<file path="src/rtl/udp_tx_pkt_sched.sv">
// Packet scheduler between a shared-clock UDP TX FIFO and the UDP transmit engine.
// Launches full-size frames, flushes short remainders after a write-idle timeout.
module udp_tx_pkt_sched #(
  parameter int PKT_WORDS    = 256,
  parameter int FLUSH_CYCLES = 4096,
  parameter int LVL_W        = 12
) (
  input  logic             clk,
  input  logic             rst,
  input  logic             wr_en_in,
  input  logic             wr_full,
  output logic             fifo_rd_en,
  input  logic [31:0]      fifo_rd_data,
  input  logic             fifo_empty,
  output logic             tx_start_en,
  output logic [15:0]      tx_byte_num,
  input  logic             tx_req,
  output logic [31:0]      tx_data,
  input  logic             tx_done,
  output logic             busy,
  output logic [15:0]      pkt_cnt,
  output logic [LVL_W-1:0] level,
  output logic             protocol_err
);

  localparam int IDLE_W = (FLUSH_CYCLES < 1) ? 1 : $clog2(FLUSH_CYCLES + 1);
  localparam bit FLUSH_EN = (FLUSH_CYCLES != 0);
  localparam logic [LVL_W-1:0]  PKT_LEN   = LVL_W'(PKT_WORDS);
  localparam logic [IDLE_W-1:0] IDLE_MAX  = IDLE_W'(FLUSH_CYCLES);
  localparam logic [IDLE_W-1:0] IDLE_LAST = IDLE_W'((FLUSH_CYCLES < 1) ? 0 : FLUSH_CYCLES - 1);

  typedef enum logic [1:0] {IDLE, START, SEND, WAIT_DONE} state_t;

  state_t            state, state_nxt;
  logic [LVL_W-1:0]  len, len_nxt, rd_cnt;
  logic [IDLE_W-1:0] idle_cnt;
  logic              wr_acc, err_set, start_go;

  assign wr_acc   = wr_en_in & ~wr_full;
  assign tx_data  = fifo_rd_data;
  assign busy     = (state != IDLE);
  assign start_go = (state == IDLE) && (state_nxt == START);

  always_comb begin
    // NOTE: every output of this block gets a default first so no path leaves it unassigned (no latches).
    state_nxt  = state;
    len_nxt    = len;
    fifo_rd_en = 1'b0;
    err_set    = 1'b0;
    unique case (state)
      IDLE: begin
        // A full packet wins over a pending flush.
        if (level >= PKT_LEN) begin
          len_nxt   = PKT_LEN;
          state_nxt = START;
        end else if (FLUSH_EN && level != '0 && idle_cnt == IDLE_LAST) begin
          len_nxt   = level;
          state_nxt = START;
        end
      end
      START: state_nxt = SEND;
      SEND: begin
        fifo_rd_en = tx_req && (rd_cnt != len) && !fifo_empty;
        err_set    = (tx_req && fifo_empty && (rd_cnt != len)) || tx_done;
        // An early tx_done abandons the frame; unread words stay queued for the next one.
        if (tx_done)
          state_nxt = IDLE;
        else if (fifo_rd_en && (rd_cnt + LVL_W'(1) == len))
          state_nxt = WAIT_DONE;
      end
      WAIT_DONE: begin
        err_set = tx_req;
        if (tx_done) state_nxt = IDLE;
      end
      default: state_nxt = IDLE;
    endcase
  end

  // NOTE: sequential state uses non-blocking assignments so every register samples pre-edge values.
  always_ff @(posedge clk or posedge rst) begin
    if (rst) begin
      state        <= IDLE;
      len          <= '0;
      rd_cnt       <= '0;
      level        <= '0;
      idle_cnt     <= '0;
      pkt_cnt      <= '0;
      tx_start_en  <= 1'b0;
      tx_byte_num  <= '0;
      protocol_err <= 1'b0;
    end else begin
      state       <= state_nxt;
      tx_start_en <= start_go;
      if (start_go) begin
        len         <= len_nxt;
        tx_byte_num <= 16'({len_nxt, 2'b00});
      end

      if (state == START) begin
        rd_cnt  <= '0;
        pkt_cnt <= pkt_cnt + 16'd1;
      end else if (fifo_rd_en) begin
        rd_cnt <= rd_cnt + LVL_W'(1);
      end

      if (err_set) protocol_err <= 1'b1;

      unique case ({wr_acc, fifo_rd_en})
        2'b10:   level <= level + LVL_W'(1);
        2'b01:   level <= level - LVL_W'(1);
        default: level <= level;
      endcase

      // Idle timer only runs while parked in IDLE with data waiting and no writes.
      if (wr_acc || level == '0 || state != IDLE)
        idle_cnt <= '0;
      else if (idle_cnt != IDLE_MAX)
        idle_cnt <= idle_cnt + IDLE_W'(1);
    end
  end

endmodule

</file>
<file path="config.mk">
export PLATFORM = sky130hd
export DESIGN_NAME = udp_tx_pkt_sched
export DESIGN_NICKNAME = d
export VERILOG_FILES = /design/src/rtl/udp_tx_pkt_sched.sv
export SDC_FILE = /design/constraint.sdc
export NUM_CORES = 1
export LEC_CHECK = 0
export BUFFER_PORTS_ARGS = -buffer_cell sky130_fd_sc_hd__clkbuf_2
export CORE_MARGIN = 2
export CORE_UTILIZATION = 45
export CTS_BUF_LIST = sky130_fd_sc_hd__clkbuf_2
export CTS_CLUSTER_DIAMETER = 150
export DETAILED_ROUTE_END_ITERATION = 8
export HOLD_SLACK_MARGIN = 0.12
export PLACE_DENSITY = 0.79
export REMOVE_ABC_BUFFERS = 1
export SYNTH_ARGS = -nofsm -noshare
export SYNTH_HDL_FRONTEND = slang
export SYNTH_SLANG_ARGS = --single-unit
export TNS_END_PERCENT = 5
</file>
<file path="constraint.sdc">
create_clock -name clk -period 4.45 [get_ports clk]
set_clock_uncertainty 0.05 [all_clocks]
set_input_delay 0.2225 -clock clk [delete_from_list [all_inputs] [get_ports clk]]
set_output_delay 0.2225 -clock clk [all_outputs]
set_load 0.02 [all_outputs]
</file>
# Word level (Yosys, flattened, before mapping)
# Cells that the tools add are included.
[word_totals]
reg_bits = 69
latchBits = 0
ramBits = 0
rom_bits = 0
in_bits = 39
wordCells = 62
n_memories = 0
[classes]
addsub = 5
n_mul = 0
div = 0
magnitude_cmp = 1
n_eq_ne = 10
n_shift = 0
muxes = 16
n_bitwise = 2
n_reduce_logical = 20
[ops]
columns = ["cell", "count"]
rows = [
  ["$mux 12", 5],
  ["$mux 13", 2],
  ["$add 12x1->12 const B", 2],
  ["$pmux 12 s2", 1],
  ["$add 16x1->16 const B", 1],
  ["$add 13x1->13 const B", 1],
  ["$eq 13x12->1 const B", 1],
  ["$ne 13x13->1 const B", 1],
  ["$eq 12x12->1", 1],
  ["$ge 12x9->1 const B", 1],
  ["$logic_not 12->1", 1],
  ["$ne 12x12->1", 1],
  ["$reduce_bool 12->1", 1],
  ["$sub 12x1->12 const B", 1],
  ["$mux 2", 5],
  ["$reduce_bool 2->1", 5],
  ["$pmux 2 s4", 1],
  ["$logic_and 1x1->1", 7],
  ["$eq 2x1->1 const B", 3],
  ["$eq 2x2->1 const B", 3],
  ["$logic_or 1x1->1", 3],
  ["$reduce_and 3->1", 1],
  ["$logic_not 2->1", 1],
  ["$pmux 1 s2", 1],
  ["4 further kinds", 4],
]

# Longest topological paths before layout
# Gate-level depths: netlist of the first run.
[depth]
word_depth = 10
ltp_mapped = 16
depth_no_buf = 14

# Worst setup path before layout of the first run
# OpenSTA, ideal clock, no wires.
[synth_timing]
kind = "register -> register"
from = "register tx_byte_num[6] (netlist name)"
to = "register level[10]"
t_arrival_ns = 3.217
path_slack_ns = 1.060
stages_incl_launch_ff = 15
synth_period_minus_slack_ns = 3.390
cell_sequence = "dfrtp_1 xor2_2 nor4_2 nand3_2 nand3_4 inv_2 buf_6 ha_1 ha_1 nor2b_1 o21ai_1 a21oi_1 o32ai_1 o21ai_0 a211o_1"
[synth_lines]
columns = ["item", "line_no", "rtl"]
rows = [
  ["to (signal assigned)", "109", "2'b10: level <= level + LVL_W'(1);"],
  ["to (signal assigned)", "110", "2'b01: level <= level - LVL_W'(1);"],
  ["to (signal assigned)", "111", "default: level <= level;"],
  ["to (decl)", "22", "output logic [LVL_W-1:0] level,"],
]

# Final worst setup path of the first run
[layout_timing]
from = "register rd_cnt[7]"
to = "register level[10]"
[layout_via]
elab_chain_len = 6
elab_cells_between_ends = 8
classes_between = "3 x eq/ne; 2 x mux; 3 x reduce/logical"
[layout_rtl]
columns = ["item", "line_no", "rtl"]
rows = [
  ["from (decl)", "35", "logic [LVL_W-1:0] len, len_nxt, rd_cnt;"],
  ["from (signal assigned)", "103", "rd_cnt <= rd_cnt + LVL_W'(1);"],
  ["$ne 12x12->1 (*)", "63", "fifo_rd_en = tx_req && (rd_cnt != len) && !fifo_empty;"],
  ["$logic_and 1x1->1 (*) (2 in a row)", "63", ""],
  ["$mux 1 (*)", "50", "unique case (state)"],
  ["$eq 2x1->1 or $eq 2x2->1 (tied branches)", "108", "unique case ({wr_acc, fifo_rd_en})"],
  ["$pmux 12 s2 or $reduce_bool 2->1 (tied branches)", "--", ""],
]
# Every way passes the cells marked *; elsewhere a longest branch is shown, timed or not.
# A chain may end at the register's enable or synchronous reset.

==> flow_metrics.tcl, run 1 <==
set metrics [dict create \
    p_comb_frac 0.183 \
    antenna_left 0 \
    crit_family "compound AO/OA/AOI/OAI gates" \
    cts_tree "yes" \
    arrival_ns 4.25 \
    wirelength_um 10600 \
    clk_path_buf_depth 2 \
    endpoint_kind "flip-flop" \
    nNetsFinal 539 \
    syn_area_mm2 0.00429 \
    io_pins 119 \
    swShare 0.347 \
    rsz0062_at_grt "false" \
    track_usage 0.220 \
    routabilityCongestion 0.880 \
    whs_ns 0.229 \
    synth_edf_count 0 \
    synth_top_cell_area_share 0.402 \
    drc 0 \
    diodes 0 \
    avgViaCountPerCell 5.49 \
    rows 35 \
    slew_headroom 0.408 \
    clock_latency_ns 0.54 \
    wire_per_inst_um 17.2 \
    ys_types 60 \
    cpMostUsedCell "ha_1" \
    io_buffers 50 \
    dieArea_mm2 0.0103 \
    yosysWarnings 0 \
    ir_worst_vdd_uv 312 \
    critPathMaxFanout 14 \
    cpMaxStageDelayCell "dfrtp_1" \
    min_path_type "primary input to flip-flop" \
    die_y_um 102 \
    core_mm2 0.00924 \
    antenna_found_initial 0 \
    cts_num_sinks 69 \
    post-route-period-util 0.866 \
    start_util 0.465 \
    async_flop_share 1.00 \
    clkPwrFrac 0.292 \
    grt_max_degree 70 \
    gr-total-overflow 0 \
    ys_top_cells_by_area "dfrtp_1 (40%), buf_4 (6.3%), xnor2_1 (5.5%)" \
    yosys-top-cells-count "dfrtp_1 (69), nand2_1 (58), buf_4 (36)" \
    die_x_um 102 \
    maxCapViolations 0 \
    clk_pin_slew_ns 0.25 \
    path_class "flip-flop to flip-flop" \
    hpwl_um 7780 \
    maxSlewViolCount 0 \
    layout-drive-gt1-share 0.170 \
    finalHoldViolCount 0 \
    final-setup-viol-count 0 \
    postCtsSetupRepairBufs 0 \
    htreeDepth 3 \
    dr_total_vias 3393 \
    dr.pass1.iters 4 \
    synthToLayoutAreaGrowth_pct 6.24 \
    dr.first_iter.drc_count 197 \
    syn_avg_cell_area_um2 9.27 \
    leakage_uw 0.00222 \
    fin_tns_setup_ns 0 \
    cp.required_ns 4.85 \
    status "complete, no violations" \
    synth_most_common_cell "dfrtp_1" \
    syn_inst 463 \
    synth_top_cell_by_area "dfrtp_1" \
    start_kind "flip-flop" \
    power.switching_uw 478 \
    path_cells "xnor2_1, and4_4, nand3_2, nand3_4, inv_2, ha_1, ha_1, nor2b_1, o21ai_1, a21oi_1, o32ai_1, o21ai_0, a211o_1" \
    yosysSeqAreaShare 0.402 \
    synth_ff_type "dfrtp_1" \
    max_freq_mhz 260 \
    period_minus_slack_ns 3.85 \
    grt_pass1_vias 3371 \
    cp.buffers_inverters 1 \
    seqPwrFrac 0.524 \
    grt_pass1_wl_um 17400 \
    p_int_uw 898 \
    critPathMaxStageDelay_ns 0.49 \
    pwr_density_cell_mw_per_mm2 302 \
    worst_pin_slew_ns 0.887 \
    cts_root_buf "clkbuf_2" \
    numCtsBuffers 9 \
    synth-seq-cells 69 \
]
==> cells in the final DEF, fill, tap and decap left out, types with 4 or more instances in the layout <==
master / count
nand2_1: 58
a21o_1: 4
xnor2_1: 27
nor2b_1: 6
nor3b_1: 6
o21ai_0: 30
nor4_1: 6
nor4b_1: 4
nor3_1: 5
nor2_1: 25
and4_1: 5
conb_1: 4
and3_1: 8
or3_1: 5
dlygate4sd3_1: 4
xor2_1: 24
inv_1: 11
and2_1: 6
nand4_1: 6
a21oi_1: 16
ha_1: 15
clkbuf_2: 59
nand3_1: 19
o31ai_1: 4
dfrtp_1: 69
==> cell families after synthesis <==
| family | count (synthesis) | share of synthesized area |
|---|---|---|
| other cells | 1 | 0.000874 |
| compound gates | 79 | 0.115 |
| mux | 3 | 0.00729 |
| xor+xnor | 52 | 0.108 |
| simple gates | 181 | 0.228 |
| fa+ha+maj | 16 | 0.0484 |
| flops | 69 | 0.402 |
| buf+inv | 62 | 0.0901 |
==> power groups by stage <==
stage          sequential (µW)  clock (µW)  combinational [µW]
2_1_floorplan              742           0                 157
3_3_place_gp               729           0                 240
3_5_place_dp               730           0                 251
4_1_cts                    720         412                 256
5_1_grt                    729         442                 287
6_report                   722         402                 252
==> timing repair <==
item                                    4_1_cts  5_1_grt
endpoints found under the setup margin        0        0
resized for setup                             0        0
endpoints found under the hold margin        72        0
hold buffers                                  4        0
==> flip-flops by register name, summed over array words and instances (netlist names) <==
register,count
pkt_cnt,16
idle_cnt,13
level,12
rd_cnt,12
tx_byte_num,12
state,2
protocol_err,1
tx_start_en,1
==> worst register-to-register path, cell delays in order, from the launching register on <==
cell     delay, ns
dfrtp_1       0.49
xnor2_1       0.33
and4_4        0.28
nand3_2       0.12
nand3_4       0.19
inv_2         0.15
ha_1          0.39
ha_1          0.40
nor2b_1       0.15
o21ai_1       0.17
a21oi_1       0.11
o32ai_1       0.46
o21ai_0       0.20
a211o_1       0.30
==> through the flow <==
step,setup slack (ns),instances,utilization,power [µW],area [µm²]
after floorplan,1.05,417,-,898,3970
after global placement,0.835,598,0.475,969,4390
after detailed placement,0.650,598,0.475,981,4390
after CTS,0.629,618,0.494,1390,4560
after global routing,0.253,618,0.494,1460,4560
final,0.598,618,0.494,1380,4560
==> cell type report <==
| type | count | area (µm²) |
|---|---|---|
| clock buffer | 9 | 45.0 |
| inverter | 13 | 48.8 |
| fill | 851 | 4680 |
| sequential | 69 | 1730 |
| clock inverter | 7 | 82.6 |
| timing repair buffer | 56 | 305 |
| multi-input combinational | 335 | 2190 |
| tap | 129 | 161 |
==> layer usage <==
layer	share of wire	up-vias	track usage
met2	0.45	113	0.324
met3	0.087	13	0.0925
met5	0	-	0.0240
li1	-	1629	-
met4	0.012	0	0.0644
met1	0.46	1638	0.293
==> worst paths after layout <==
check	slack, ns	from	to	depth (start not counted)
setup / recovery	0.60	rd_cnt[7]	level[10]	13
hold / removal	0.23	wr_en_in	idle_cnt[3]	4
setup reg to reg	0.60	rd_cnt[7]	level[10]	13
hold reg to reg	0.45	pkt_cnt[15]	pkt_cnt[15]	1
max in group asynchronous	3.37	rst	idle_cnt[2]	4
min in group asynchronous	0.39	rst	pkt_cnt[13]	4
Power figures use the tool's default switching activity.
==> run 2: changes to the inputs <==
Settings changed: BUFFER_PORTS_ARGS -buffer_cell sky130_fd_sc_hd__clkbuf_2 to -buffer_cell sky130_fd_sc_hd__buf_2.
==> flow_metrics.tcl, run 2 (synthesis results as in run 1) <==
set metrics [dict create \
    cp.required_ns 4.88 \
    dr.first_iter.drc_count 209 \
    drc 0 \
    layout-drive-gt1-share 0.170 \
    routabilityCongestion 0.870 \
    endpoint_kind "flip-flop" \
    wire_per_inst_um 17.3 \
    grt_pass1_vias 3374 \
    reg2reg_setup_slack_ns 0.58 \
    clk_pin_slew_ns 0.25 \
    cpMaxStageDelayCell "dfrtp_1" \
    grt_pass1_wl_um 17400 \
    cts_num_sinks 69 \
    final_common_cell "dfrtp_1" \
    path_cells "xor2_1, nor4_2, nand3_2, nand3_4, inv_2, ha_1, inv_1, fa_1, nor2b_1, o21ai_1, a21oi_1, o32ai_1, or4b_1, nand3_1" \
    core_mm2 0.00924 \
    max_freq_mhz 258 \
    antenna_left 0 \
    antenna_found_initial 0 \
    rows 35 \
    slew_headroom 0.456 \
    start_util 0.465 \
    maxCapViolations 0 \
    dr.pass1.iters 5 \
    path_class "flip-flop to flip-flop" \
    postCtsSetupRepairBufs 0 \
    fillers 853 \
    start_kind "flip-flop" \
    r2r-end "level[8]" \
    final-setup-viol-count 0 \
    synthToLayoutAreaGrowth_pct 6.79 \
    grt_max_degree 39 \
    dieArea_mm2 0.0103 \
    power.switching_uw 470 \
    track_usage 0.220 \
    finalHoldViolCount 0 \
    crit_end "level[8]" \
    numCtsBuffers 9 \
    seqPwrFrac 0.504 \
    critPathMaxStageDelay_ns 0.54 \
    post-route-period-util 0.870 \
    fin_area_mm2 0.00458 \
    die_x_um 102 \
    ctsHoldBuffers 4 \
    clock_latency_ns 0.55 \
    status "complete, no violations" \
    largestRegisters "pkt_cnt: 16 flops, idle_cnt: 13 flops" \
    maxSlewViolCount 0 \
    p_int_uw 957 \
    startpoint "rd_cnt[6]" \
    r2r-start "rd_cnt[6]" \
    final_cell_mix "dfrtp_1 (69), nand2_1 (58), buf_2 (50), o21ai_0 (30), xnor2_1 (27)" \
    critPathMaxFanout 14 \
    rr_worst_depth 14 \
    avgViaCountPerCell 5.61 \
    htreeDepth 3 \
    cts_tree "yes" \
    largest_reg_flops 16 \
    worst_pin_slew_ns 0.817 \
    ir_worst_vdd_uv 248 \
    hpwl_um 7750 \
    arrival_ns 4.30 \
    io_buffers 50 \
    postPlaceCellArea_mm2 0.00439 \
    leakage_uw 0.00227 \
    wirelength_um 10700 \
    p_comb_frac 0.173 \
    rsz0062_at_grt "false" \
    fin_tns_setup_ns 0 \
    pwr_density_cell_mw_per_mm2 311 \
    dr_total_vias 3466 \
    period_minus_slack_ns 3.87 \
    gr-total-overflow 0 \
    io_pins 119 \
    clk_path_buf_depth 2 \
    largest_register "pkt_cnt" \
    die_y_um 102 \
    nNetsFinal 539 \
    diodes 0 \
    cts_root_buf "clkbuf_2" \
    cts_resized 0 \
    final_core_util 0.496 \
    swShare 0.329 \
    min_path_type "primary input to flip-flop" \
    clkPwrFrac 0.323 \
]
-- run 2: worst min path at each step --
stage               start     endpoint  slack [ns]  cells past startpoint
6_report         wr_en_in  idle_cnt[5]        0.22                      4
5_1_grt        fifo_empty     state[0]        0.21                      5
4_1_cts          wr_en_in  idle_cnt[5]        0.19                      4
3_5_place_dp          rst  pkt_cnt[13]        0.32                      2
3_3_place_gp          rst  pkt_cnt[15]        0.31                      2
2_1_floorplan     tx_done     state[1]        0.28                      1
-- run 2: layer usage --
metal | part of all wire | vias to the layer above | track usage
li1 | - | 1624 | -
met1 | 0.43 | 1668 | 0.293
met2 | 0.44 | 156 | 0.321
met3 | 0.11 | 18 | 0.0952
met4 | 0.017 | 0 | 0.0707
met5 | 0 | - | 0.0337
-- run 2: layout make-up --
type | instances | area, µm² | area share
sequential | 69 | 1730 | 0.377
tap | 129 | 161 | 0.0352
inverter | 13 | 48.8 | 0.0106
clock buffer | 9 | 45.0 | 0.00983
multi-input combinational | 335 | 2190 | 0.478
timing repair buffer | 56 | 305 | 0.0666
clock inverter | 7 | 106 | 0.0232
-- run 2: critical path, delay by kind of cell (launching register included) --
family / cells / cell delay [ns]
compound gates: 3 / 0.48
flops: 1 / 0.54
buf+inv: 2 / 0.41
fa+ha+maj: 2 / 0.91
simple gates: 6 / 1.12
xor+xnor: 1 / 0.32
-- run 2: power by group through the flow --
stage	clock (µW)	combinational [µW]	sequential [µW]
after detailed placement	0	245	729
after CTS	468	250	719
final	461	247	719
after global placement	0	241	729
after floorplan	0	157	742
after global routing	497	283	727
-- run 2: through the flow --
stage                     hold WS [ns]  setup slack (ns)  power (µW)  std cells
final                            0.218             0.580        1430        618
after floorplan                  0.277              1.05         898        417
after global placement           0.312             0.821         969        598
after detailed placement         0.320             0.672         974        598
after CTS                        0.194             0.617        1440        618
after global routing             0.215             0.255        1510        618
==> run 3: changes to the inputs <==
Settings changed: RECOVER_POWER set to 100.
==> flow_metrics.tcl, run 3 (synthesis results as in run 1) <==
set metrics [dict create \
    ir_worst_vdd_uv 245 \
    min_path_type "primary input to flip-flop" \
    die_x_um 102 \
    dr.pass1.iters 5 \
    track_usage 0.220 \
    grt_pass1_wl_um 17400 \
    cpMaxStageDelayCell "dfrtp_1" \
    max_freq_mhz 255 \
    fillers 867 \
    io_pins 119 \
    postCtsSetupRepairBufs 0 \
    dr.first_iter.drc_count 243 \
    cp.required_ns 4.84 \
    fin_tns_setup_ns 0 \
    nNetsFinal 539 \
    cts_num_sinks 69 \
    largestRegisters "pkt_cnt: 16 flops, idle_cnt: 13 flops" \
    post-route-period-util 0.880 \
    path_class "flip-flop to flip-flop" \
    grt_pass1_vias 3374 \
    final-setup-viol-count 0 \
    antenna_left 0 \
    clk_path_buf_depth 2 \
    gr-total-overflow 0 \
    pwr_density_cell_mw_per_mm2 315 \
    routabilityCongestion 0.870 \
    slew_headroom -0.357 \
    clock_latency_ns 0.55 \
    critPathMaxFanout 14 \
    cp.buffers_inverters 1 \
    cts_root_buf "clkbuf_2" \
    rows 35 \
    cpMostUsedCell "ha_1" \
    wirelength_um 10700 \
    wire_per_inst_um 17.3 \
    start_util 0.465 \
    final_cell_mix "dfrtp_1 (69), nand2_1 (58), clkbuf_1 (46), o21ai_0 (31), xnor2_1 (27)" \
    final_core_util 0.488 \
    synthToLayoutAreaGrowth_pct 5.01 \
    dr_total_vias 3432 \
    numCtsBuffers 9 \
    drc 0 \
    htreeDepth 3 \
    holdPathStages 4 \
    rsz0062_at_grt "false" \
    rr_worst_depth 13 \
    io_buffers 50 \
    whs_endpoint "idle_cnt[5]" \
    grt_max_degree 39 \
    avgViaCountPerCell 5.55 \
    violations "max-capacitance violations, max-slew violations" \
    core_mm2 0.00924 \
    finalPower_uw 1420 \
    largest_reg_flops 16 \
    critPathMaxStageDelay_ns 0.51 \
    maxCapViolations 1 \
    worst_pin_slew_ns 2.04 \
    r2r-end "level[10]" \
    leakage_uw 0.00208 \
    crit_family "compound AO/OA/AOI/OAI gates" \
    cts_tree "yes" \
    endpoint_kind "flip-flop" \
    arrival_ns 4.31 \
    finalHoldViolCount 0 \
    die_y_um 102 \
    antenna_found_initial 0 \
    largest_register "pkt_cnt" \
    postPlaceCellArea_mm2 0.00439 \
    maxSlewViolCount 39 \
    reg2reg_setup_slack_ns 0.54 \
    path_cells "xor2_1, nor4_1, nand3_2, nand3_4, inv_2, ha_1, ha_1, nor2b_1, o21ai_1, a21oi_1, o32ai_1, o21ai_0, a211o_1" \
    diodes 0 \
    status "finished, violations left" \
    hpwl_um 7750 \
    layout-drive-gt1-share 0.0675 \
    clk_pin_slew_ns 0.25 \
    dieArea_mm2 0.0103 \
    fin_area_mm2 0.00451 \
    period_minus_slack_ns 3.91 \
    cts_resized 0 \
    r2r-start "rd_cnt[4]" \
    whs_ns 0.222 \
    final_common_cell "dfrtp_1" \
    start_kind "flip-flop" \
    hp-start "wr_en_in" \
]
[run 3: cell count changes in the layout (fill, tap and decap cells not counted), sizes merged]
cell,before,now
buf,52,6
clkbuf,9,55
[run 3: cell type report]
| class | instances | area (µm²) | share of cell area |
|---|---|---|---|
| multi-input combinational | 335 | 2180 | 0.483 |
| sequential | 69 | 1730 | 0.383 |
| timing repair buffer | 56 | 243 | 0.0538 |
| tap | 129 | 161 | 0.0358 |
| clock inverter | 7 | 106 | 0.0236 |
| inverter | 13 | 48.8 | 0.0108 |
| clock buffer | 9 | 45.0 | 0.00999 |
[run 3: where the power goes]
| part | internal (µW) | leakage, µW | total, µW | switching (µW) |
|---|---|---|---|---|
| clock | 196 | 0.0000890 | 461 | 265 |
| sequential | 663 | 0.000945 | 720 | 57.2 |
| combinational | 91.9 | 0.00105 | 240 | 148 |
[run 3: worst reg2reg max path, delay by kind of cell, from the launching register on]
family	cells	cell delay [ns]
DFF	1	0.51
buffers and inverters	1	0.15
and+or+nand+nor	4	0.90
xor gates and xnor gates	1	0.21
AOI/OAI and AO/OA	5	1.22
adders and majority gates	2	0.79
[run 3: worst max path at each step]
| stage | depth (start not counted) | endpoint | startpoint | slack [ns] |
|---|---|---|---|---|
| floorplan | 13 | level[10] | tx_byte_num[6] | 1.05 |
| global placement | 13 | level[10] | rd_cnt[7] | 0.82 |
| detailed placement | 14 | level[8] | rd_cnt[6] | 0.67 |
| CTS | 14 | level[8] | rd_cnt[6] | 0.62 |
| global route | 13 | level[10] | rd_cnt[4] | 0.21 |
| finish | 13 | level[10] | rd_cnt[4] | 0.54 |
[run 3: repair_timing]
item                                    4_1_cts  5_1_grt
hold buffers                                  4        0
endpoints found under the setup margin        0        0
hold endpoints to repair                     34        0
[run 3: layer usage]
metal,global-route usage,part of all wire,up-vias
met5,0.0337,0,-
met4,0.0707,0.018,0
met3,0.0952,0.098,19
met2,0.321,0.45,136
met1,0.293,0.44,1657
li1,-,-,1620
[run 3: stage by stage]
step,worst slack (ns),cells
floorplan,1.05,417
global route,0.212,618
finish,0.536,618
global placement,0.821,598
CTS,0.617,618
detailed placement,0.672,598
